--- src/rtl/mdu_issue_if.sv ---
// ID-stage <-> MDU issue controller bundle: decoded-stage inputs plus issue,
// interlock and HI/LO write outputs.
interface mdu_issue_if #(
  parameter int CNT_W = 6
);
  logic             id_valid;
  logic [31:0]      instr;
  logic             flush;
  logic             stall_out;
  logic             mul_start_out;
  logic             div_start_out;
  logic             mdu_sign_out;
  logic             mdu_div_out;
  logic             busy_out;
  logic             hilo_wena_out;
  logic [CNT_W-1:0] cnt_out;

  modport master (
    output id_valid, instr, flush,
    input  stall_out, mul_start_out, div_start_out, mdu_sign_out,
           mdu_div_out, busy_out, hilo_wena_out, cnt_out
  );

  modport slave (
    input  id_valid, instr, flush,
    output stall_out, mul_start_out, div_start_out, mdu_sign_out,
           mdu_div_out, busy_out, hilo_wena_out, cnt_out
  );
endinterface

--- src/rtl/mdu_issue_ctrl.sv ---
// Issue/interlock controller for a multi-cycle multiply/divide unit: decodes the
// ID instruction, starts the unit, counts latency, stalls on HI/LO hazards.
module mdu_issue_ctrl #(
  parameter int MUL_CYCLES = 4,
  parameter int DIV_CYCLES = 33,
  parameter int CNT_W      = 6
) (
  input logic        clk,
  input logic        rst,
  mdu_issue_if.slave bus
);

  typedef enum logic [1:0] {
    IDLE     = 2'd0,
    MUL_BUSY = 2'd1,
    DIV_BUSY = 2'd2
  } state_t;

  localparam logic [CNT_W-1:0] MUL_LAST = CNT_W'(MUL_CYCLES - 1);
  localparam logic [CNT_W-1:0] DIV_LAST = CNT_W'(DIV_CYCLES - 1);

  state_t           state_r, state_nxt_s;
  logic [CNT_W-1:0] cnt_r, cnt_nxt_s;
  logic             sign_r, sign_nxt_s;
  logic             div_r, div_nxt_s;
  logic             held_r, held_nxt_s;

  logic [5:0] op_s, func_s;
  logic       valid_s, special_s, special2_s;
  logic       is_mul_s, is_multu_s, is_div_s, is_divu_s, is_mdu_s, is_hilo_s;
  logic       stall_s, mul_start_s, div_start_s, sign_s, divf_s, busy_s, hilo_s;

  assign op_s       = bus.instr[31:26];
  assign func_s     = bus.instr[5:0];
  assign valid_s    = bus.id_valid & ~bus.flush;
  assign special_s  = (op_s == 6'h00);
  assign special2_s = (op_s == 6'h1C);

  // Strict field decode: unused register/shamt fields must be zero
  assign is_mul_s   = valid_s & special2_s & (func_s == 6'h02) & (bus.instr[10:6] == 5'd0);
  assign is_multu_s = valid_s & special_s & (func_s == 6'h19) & (bus.instr[15:6] == 10'd0);
  assign is_div_s   = valid_s & special_s & (func_s == 6'h1A) & (bus.instr[15:6] == 10'd0);
  assign is_divu_s  = valid_s & special_s & (func_s == 6'h1B) & (bus.instr[15:6] == 10'd0);
  assign is_mdu_s   = is_mul_s | is_multu_s | is_div_s | is_divu_s;
  assign is_hilo_s  = valid_s & special_s & (
                        (((func_s == 6'h10) | (func_s == 6'h12)) &
                         (bus.instr[25:16] == 10'd0) & (bus.instr[10:6] == 5'd0)) |
                        (((func_s == 6'h11) | (func_s == 6'h13)) &
                         (bus.instr[20:6] == 15'd0)));

  // State register
  always_ff @(posedge clk) begin
    if (rst) begin
      state_r <= IDLE;
    end else begin
      state_r <= state_nxt_s;
    end
  end

  // Counter and in-flight operation flags
  always_ff @(posedge clk) begin
    if (rst) begin
      cnt_r  <= '0;
      sign_r <= 1'b0;
      div_r  <= 1'b0;
      held_r <= 1'b0;
    end else begin
      cnt_r  <= cnt_nxt_s;
      sign_r <= sign_nxt_s;
      div_r  <= div_nxt_s;
      held_r <= held_nxt_s;
    end
  end

  // Next-state: held_r marks a MUL still sitting in ID, so a flush aborts it
  always_comb begin
    state_nxt_s = state_r;
    cnt_nxt_s   = cnt_r;
    sign_nxt_s  = sign_r;
    div_nxt_s   = div_r;
    held_nxt_s  = held_r;
    case (state_r)
      IDLE: begin
        if (is_mul_s | is_multu_s) begin
          state_nxt_s = MUL_BUSY;
          cnt_nxt_s   = MUL_LAST;
          sign_nxt_s  = is_mul_s;
          div_nxt_s   = 1'b0;
          held_nxt_s  = is_mul_s;
        end else if (is_div_s | is_divu_s) begin
          state_nxt_s = DIV_BUSY;
          cnt_nxt_s   = DIV_LAST;
          sign_nxt_s  = is_div_s;
          div_nxt_s   = 1'b1;
          held_nxt_s  = 1'b0;
        end else begin
          state_nxt_s = IDLE;
        end
      end
      MUL_BUSY, DIV_BUSY: begin
        if ((held_r & bus.flush) | (cnt_r == '0)) begin
          state_nxt_s = IDLE;
          cnt_nxt_s   = '0;
          sign_nxt_s  = 1'b0;
          div_nxt_s   = 1'b0;
          held_nxt_s  = 1'b0;
        end else begin
          cnt_nxt_s = cnt_r - CNT_W'(1);
        end
      end
      default: begin
        state_nxt_s = IDLE;
        cnt_nxt_s   = '0;
        sign_nxt_s  = 1'b0;
        div_nxt_s   = 1'b0;
        held_nxt_s  = 1'b0;
      end
    endcase
  end

  // Outputs: starts are combinational in the issue cycle
  always_comb begin
    stall_s     = 1'b0;
    mul_start_s = 1'b0;
    div_start_s = 1'b0;
    sign_s      = 1'b0;
    divf_s      = 1'b0;
    busy_s      = 1'b0;
    hilo_s      = 1'b0;
    case (state_r)
      IDLE: begin
        mul_start_s = is_mul_s | is_multu_s;
        div_start_s = is_div_s | is_divu_s;
        stall_s     = is_mul_s;
      end
      MUL_BUSY, DIV_BUSY: begin
        busy_s = 1'b1;
        sign_s = sign_r;
        divf_s = div_r;
        if (held_r) begin
          stall_s = ~bus.flush & (cnt_r != '0);
          hilo_s  = ~bus.flush & (cnt_r == '0);
        end else begin
          stall_s = is_mdu_s | is_hilo_s;
          hilo_s  = (cnt_r == '0);
        end
      end
      default: begin
        busy_s = 1'b0;
      end
    endcase
  end

  // Reset forces every output low even while rst is held
  assign bus.stall_out     = stall_s & ~rst;
  assign bus.mul_start_out = mul_start_s & ~rst;
  assign bus.div_start_out = div_start_s & ~rst;
  assign bus.mdu_sign_out  = sign_s & ~rst;
  assign bus.mdu_div_out   = divf_s & ~rst;
  assign bus.busy_out      = busy_s & ~rst;
  assign bus.hilo_wena_out = hilo_s & ~rst;
  assign bus.cnt_out       = cnt_r & {CNT_W{~rst}};

endmodule

--- src/flat_wrapper.sv ---
// flat-port wrapper written by rule: the top's interface ports become plain ports
module mdu_issue_ctrl_flat 
#(
  parameter int MUL_CYCLES = 4,
  parameter int DIV_CYCLES = 33,
  parameter int CNT_W      = 6
)
  (clk, rst, bus_id_valid, bus_instr, bus_flush, bus_stall_out, bus_mul_start_out, bus_div_start_out, bus_mdu_sign_out, bus_mdu_div_out, bus_busy_out, bus_hilo_wena_out, bus_cnt_out);
  mdu_issue_if #(.CNT_W(CNT_W)) bus_i ();
  input logic clk;
  input logic rst;
  input wire logic [$bits(bus_i.id_valid)-1:0] bus_id_valid;
  input wire logic [$bits(bus_i.instr)-1:0] bus_instr;
  input wire logic [$bits(bus_i.flush)-1:0] bus_flush;
  output wire logic [$bits(bus_i.stall_out)-1:0] bus_stall_out;
  output wire logic [$bits(bus_i.mul_start_out)-1:0] bus_mul_start_out;
  output wire logic [$bits(bus_i.div_start_out)-1:0] bus_div_start_out;
  output wire logic [$bits(bus_i.mdu_sign_out)-1:0] bus_mdu_sign_out;
  output wire logic [$bits(bus_i.mdu_div_out)-1:0] bus_mdu_div_out;
  output wire logic [$bits(bus_i.busy_out)-1:0] bus_busy_out;
  output wire logic [$bits(bus_i.hilo_wena_out)-1:0] bus_hilo_wena_out;
  output wire logic [$bits(bus_i.cnt_out)-1:0] bus_cnt_out;
  assign bus_i.id_valid = bus_id_valid;
  assign bus_i.instr = bus_instr;
  assign bus_i.flush = bus_flush;
  assign bus_stall_out = bus_i.stall_out;
  assign bus_mul_start_out = bus_i.mul_start_out;
  assign bus_div_start_out = bus_i.div_start_out;
  assign bus_mdu_sign_out = bus_i.mdu_sign_out;
  assign bus_mdu_div_out = bus_i.mdu_div_out;
  assign bus_busy_out = bus_i.busy_out;
  assign bus_hilo_wena_out = bus_i.hilo_wena_out;
  assign bus_cnt_out = bus_i.cnt_out;
  mdu_issue_ctrl #(.MUL_CYCLES(MUL_CYCLES), .DIV_CYCLES(DIV_CYCLES), .CNT_W(CNT_W)) u_core (.clk(clk), .rst(rst), .bus(bus_i));
endmodule
--- config.mk ---
export PLATFORM = sky130hd
export DESIGN_NAME = mdu_issue_ctrl_flat
export DESIGN_NICKNAME = d
export VERILOG_FILES = /design/src/rtl/mdu_issue_if.sv /design/src/rtl/mdu_issue_ctrl.sv /design/src/flat_wrapper.sv
export SDC_FILE = /design/constraint.sdc
export NUM_CORES = 1
export LEC_CHECK = 0
export CAP_MARGIN = 15
export CORE_ASPECT_RATIO = 0.8
export CORE_UTILIZATION = 30
export DETAILED_ROUTE_END_ITERATION = 12
export SLEW_MARGIN = 20
export SYNTH_ARGS = -nofsm -noshare
export SYNTH_HDL_FRONTEND = slang
export SYNTH_SLANG_ARGS = --single-unit
--- constraint.sdc ---
create_clock -name clk -period 2.7 [get_ports clk]
set_input_delay 0.27 -clock clk [delete_from_list [all_inputs] [get_ports clk]]
set_output_delay 0.27 -clock clk [all_outputs]
set_load 0.05 [all_outputs]
After elaboration in Yosys (flattened, before gate mapping)
Index checks and enable logic that the tools add are counted.
W data, S select, Z words.
{ "totals": {"ff_bits": 11, "out_inout_bits": 13} }
{ "op_classes": {"n_addsub": 1, "n_eq_ne": 13, "mux": 27, "bitwise_logic": 37, "n_reduce_logical": 10} }
{ "op_table": {"columns": ["cell", "n"], "rows": [
  ["$eq A6 B5 Y1 const B", 8],
  ["$and A1 B1 Y1", 25],
  ["$logic_not A10 Y1", 2],
  ["$mux W6", 3],
  ["$logic_not A15 Y1", 1],
  ["$mux W1", 15],
  ["$logic_not A6 Y1", 2],
  ["$pmux W6 S2", 1],
  ["$or A1 B1 Y1", 9],
  ["$pmux W1 S2", 4],
  ["$and A6 B6 Y6", 1],
  ["$eq A6 B2 Y1 const B", 1],
  ["$mux W2", 3],
  ["$reduce_bool A6 Y1", 1],
  ["$sub A6 B1 Y6 const B", 1],
  ["$logic_not A5 Y1", 1],
  ["$pmux W2 S2", 1],
  ["$ne A3 B1 Y1 const B", 1],
  ["$eq A2 B1 Y1 const B", 1],
  ["$eq A2 B2 Y1 const B", 1],
  ["$logic_not A2 Y1", 1],
  ["$ne A2 B1 Y1 const B", 1],
  ["$not A1 Y1", 2],
  ["$reduce_and A2 Y1", 1],
  ["$reduce_or A2 Y1", 1]
]} }

Logic depth before layout (Yosys ltp)
Gate-level depths: netlist of run 1.
{ "logic_depth": {"ltp_word": 12, "depth_mapped": 9, "ltp_nobuf": 8} }

Worst setup path after synthesis of run 1
Ideal clock, no wire load.
{ "synth_timing": {"path_type": "input to output", "startpoint": "input port bus_instr[29]", "endpoint": "output port bus_stall_out", "arrival_ps": 2999, "t_required_ps": 2430, "slack_ps": -569, "stages": 5, "path_buffers": 0, "path_cell_list": "or4b_4 -> or4_1 -> nor3_2 -> nor4_1 -> nor4_1"} }
{ "synth_between": {"elab_chain_len": 11} }
{ "synth_rtl": {"columns": ["element", "line_no", "rtl"], "rows": [
  ["start: declaration", "flat_wrapper.sv:13", "input wire logic [$bits(bus_i.instr)-1:0] bus_instr;"],
  ["$eq A6 B5 Y1 / $logic_not A6 Y1 (equally long branches)", "mdu_issue_ctrl.sv:37, mdu_issue_ctrl.sv:36", null],
  ["$and A1 B1 Y1 (on tied branches)", null, null],
  ["$and A1 B1 Y1 (on tied branches) (2 in a row)", "mdu_issue_ctrl.sv:40, mdu_issue_ctrl.sv:41", null],
  ["$or A1 B1 Y1 (3 in a row)", "mdu_issue_ctrl.sv:44", "assign is_mdu_s = is_mul_s | is_multu_s | is_div_s | is_divu_s;"],
  ["$or A1 B1 Y1", "mdu_issue_ctrl.sv:144", "stall_s = is_mdu_s | is_hilo_s;"],
  ["$mux W1", "mdu_issue_ctrl.sv:140", "if (held_r) begin"],
  ["$pmux W1 S2 *", "mdu_issue_ctrl.sv:130", "case (state_r)"],
  ["$and A1 B1 Y1 *", "mdu_issue_ctrl.sv:155", "assign bus.stall_out = stall_s & ~rst;"],
  ["end: declaration", "flat_wrapper.sv:15", "output wire logic [$bits(bus_i.stall_out)-1:0] bus_stall_out;"]
]} }
Every way passes the cells marked *; elsewhere a longest branch is shown, timed or not.

Final worst setup path of run 1
Same ends and word-level chain as after synthesis.

==> results of run 1 <==
## per-layer routing
| layer | track usage (%) | part of all wire (%) | wire length [um] |
|---|---|---|---|
| met5 | 0 | 0 | 0 |
| met4 | 2.27 | 1.1 | 32 |
| met3 | 5.26 | 5.6 | 169 |
| met2 | 35.5 | 46 | 1370 |
| met1 | 25.9 | 48 | 1420 |
## report_power, final
| group | switching (mW) | total, mW | internal, mW |
|---|---|---|---|
| logic | 0.0245 | 0.0700 | 0.0454 |
| registers | 0.000000138 | 0.162 | 0.162 |
| clock network | 0.0686 | 0.170 | 0.102 |
## synth_stat cells (2+ instances only)
| cell type | n | share of area, % |
|---|---|---|
| o21ai_0 | 6 | 3.3 |
| a21oi_1 | 7 | 3.8 |
| nor2b_1 | 4 | 2.7 |
| clkbuf_1 | 3 | 1.2 |
| nand2_1 | 10 | 4.1 |
| or4_1 | 5 | 4.1 |
| mux2i_1 | 2 | 2.2 |
| inv_1 | 8 | 3.3 |
| nand3_1 | 2 | 1.1 |
| nor2_1 | 12 | 4.9 |
| buf_2 | 2 | 1.1 |
| nand2b_1 | 2 | 1.4 |
| dfxtp_1 | 11 | 24 |
| nor4_2 | 3 | 4.1 |
| ha_1 | 3 | 4.1 |
| nor4_1 | 3 | 2.0 |
| nor3_1 | 14 | 7.6 |
| and2_1 | 2 | 1.4 |
## metrics by stage
| step | setup TNS [ps] | hold WS [ps] | setup slack, ps |
|---|---|---|---|
| 4_1_cts | 0 | 487 | 1.52 |
| 6_report | 0 | 483 | 77.1 |
| 3_5_place_dp | -1.46 | 480 | -1.46 |
| 3_3_place_gp | 0 | 462 | 30.9 |
| 5_1_grt | 0 | 508 | 0.510 |
| 2_1_floorplan | 0 | 445 | 18.0 |
## final cells by class
class / count / area (um2)
Clock inverter: 1 / 5.00
Multi-Input combinational cell: 98 / 724
Inverter: 8 / 30.0
Sequential cell: 11 / 220
Timing Repair Buffer: 58 / 602
Fill cell: 255 / 1160
Clock buffer: 3 / 41.3
Tap cell: 38 / 47.5
## sequential cells by signal, summed over array words and instances, names as in the netlist
signal,cells
u_core.sign_r,1
u_core.div_r,1
u_core.state_r,2
u_core.held_r,1
u_core.cnt_r,6
## cells by family after synthesis
| logic type | synth area share [%] |
|---|---|
| AO/OA/AOI/OAI | 16.5 |
| flip-flops | 23.9 |
| buffers and inverters | 5.58 |
| multiplexers | 3.40 |
| adder cells (fa/ha/maj) | 4.08 |
| AND/OR/NAND/NOR | 45.6 |
| XOR/XNOR | 0.953 |
## worst max-delay path, cell delays in order
cell           delay, ps
dlygate4sd2_1        240
or4b_4               540
or4_4                510
nor3_4               190
nor4_2                70
nor4_2               200
bufbuf_16            330
## timing repair
item | CTS | global route
gates resized for setup | 20 | 7
pin swaps | 9 | 9
endpoints found under the setup margin | 1 | 1
endpoints found under the hold margin | 0 | 0
buffers inserted | 1 | 1
## worst paths after layout
| check | startpoint | endpoint | slack, ps | depth (start not counted) |
|---|---|---|---|---|
| max | bus_instr[29] | bus_stall_out | 80 | 7 |
| min | u_core.state_r[1]$_SDFFE_PP0N_ | u_core.state_r[1]$_SDFFE_PP0N_ | 480 | 2 |
| max reg2reg | u_core.cnt_r[0]$_SDFFE_PP0P_ | u_core.state_r[0]$_SDFFE_PP0N_ | 570 | 7 |
| min reg2reg | u_core.state_r[1]$_SDFFE_PP0N_ | u_core.state_r[1]$_SDFFE_PP0N_ | 480 | 2 |
==> impl_metrics.yaml, run 1 <==
global_route:
  overflow: 0
  grt_max_degree: 21
  grt_pass1_wl_um: 5090
  grt_pass1_vias: 1089
  antenna_found_initial: 0
  grt_use_total_pct: 20.3
floorplanning:
  die-area_um2: 3290
  pin_count: 49
  core_area_um2: 2830
  die_x_um: 63.9
  start_util_pct: 32.5
  row_count: 17
  dieHeight_um: 51.5
timing:
  hold_violations: 0
  clock.fmax_mhz: 381
  finalSetupViolations: 0
  drv_slew: 0
  grt_setup_unrepaired: "false"
  fin_crit_sh_pct: 97.1
  period_needed_ps: 2620
  slew_headroom_pct: 44.4
  clock_skew_ps: 3.62
  tightest_slew_ps: 830
detailed_routing:
  drtIter0Drc: 30
  vias: 1132
  drc: 0
  viasPerCell: 5.22
  ant_nets: 0
  wl_per_cell_um: 13.8
  drt_wl_total_um: 2990
  drt_pass1_iterations: 4
worst_setup_path:
  end_kind: "primary output"
  start_kind: "primary input"
  crit_required_ps: 2430
  path_class: "primary input to primary output"
  crit_arrival_ps: 2350
  crit_path_max_fanout: 2
finish:
  fin_cells: 217
  design_area_um2: 1670
  final_common_cell: "clkdlybuf4s50_1"
  drive_above_1_share_pct: 26.8
  utilization_pct: 59.0
  final_cell_mix: "clkdlybuf4s50_1 (21), buf_4 (17), nor2_1 (12), nor3_1 (12)"
  num_antenna_cells: 0
  syn2layout_area_growth_pct: 81.6
  fin_nets: 219
logic_synthesis:
  synth_edf_count: 0
  syn_area_per_cell_um2: 7.54
  synth_flop_cell: "dfxtp_1"
  syn_area_um2: 920
  async_flop_share_pct: 0
  synth_cells: 122
  synthDistinctLibCells: 41
  syn_nets: 161
  yosysWarnings: 0
  yosysSeqAreaShare_pct: 23.9
  synth_seq_cells: 11
power:
  p_leak_nw: 0.702
  powerDensity_nw_per_um2: 241
  max-vdd-ir-drop_v: 0.000225
  power_mw: 0.403
clock_network:
  cts_root_buffer: "clkbuf_8"
  path_clk_slew_ps: 50
  cts_tree: "yes"
  cts_buffers: 3
  clock_latency_ps: 240
  cts.htree.levels: 1
  ctsHoldBuffers: 0
  max-clock-path-buffers: 2
  cts.sinks: 11
status:
  status: "complete, no violations"
hold_path:
  min_path_type: "flip-flop to flip-flop"
place:
  dp.cells: 211
  hpwl_um: 2380
  post_dp_cell_area_um2: 1540
  port-buffer-count: 48
  gp_congestion: 0.771
job:
  max_cap_violations: 0
No activity file was read; power rests on OpenSTA's default activity.
==> run 2, diff against run 1 <==
GPL_ROUTABILITY_DRIVEN = 0   (was default)
==> results of run 2 <==
The final DEF is identical to that of run 1; final timing and power are the same.
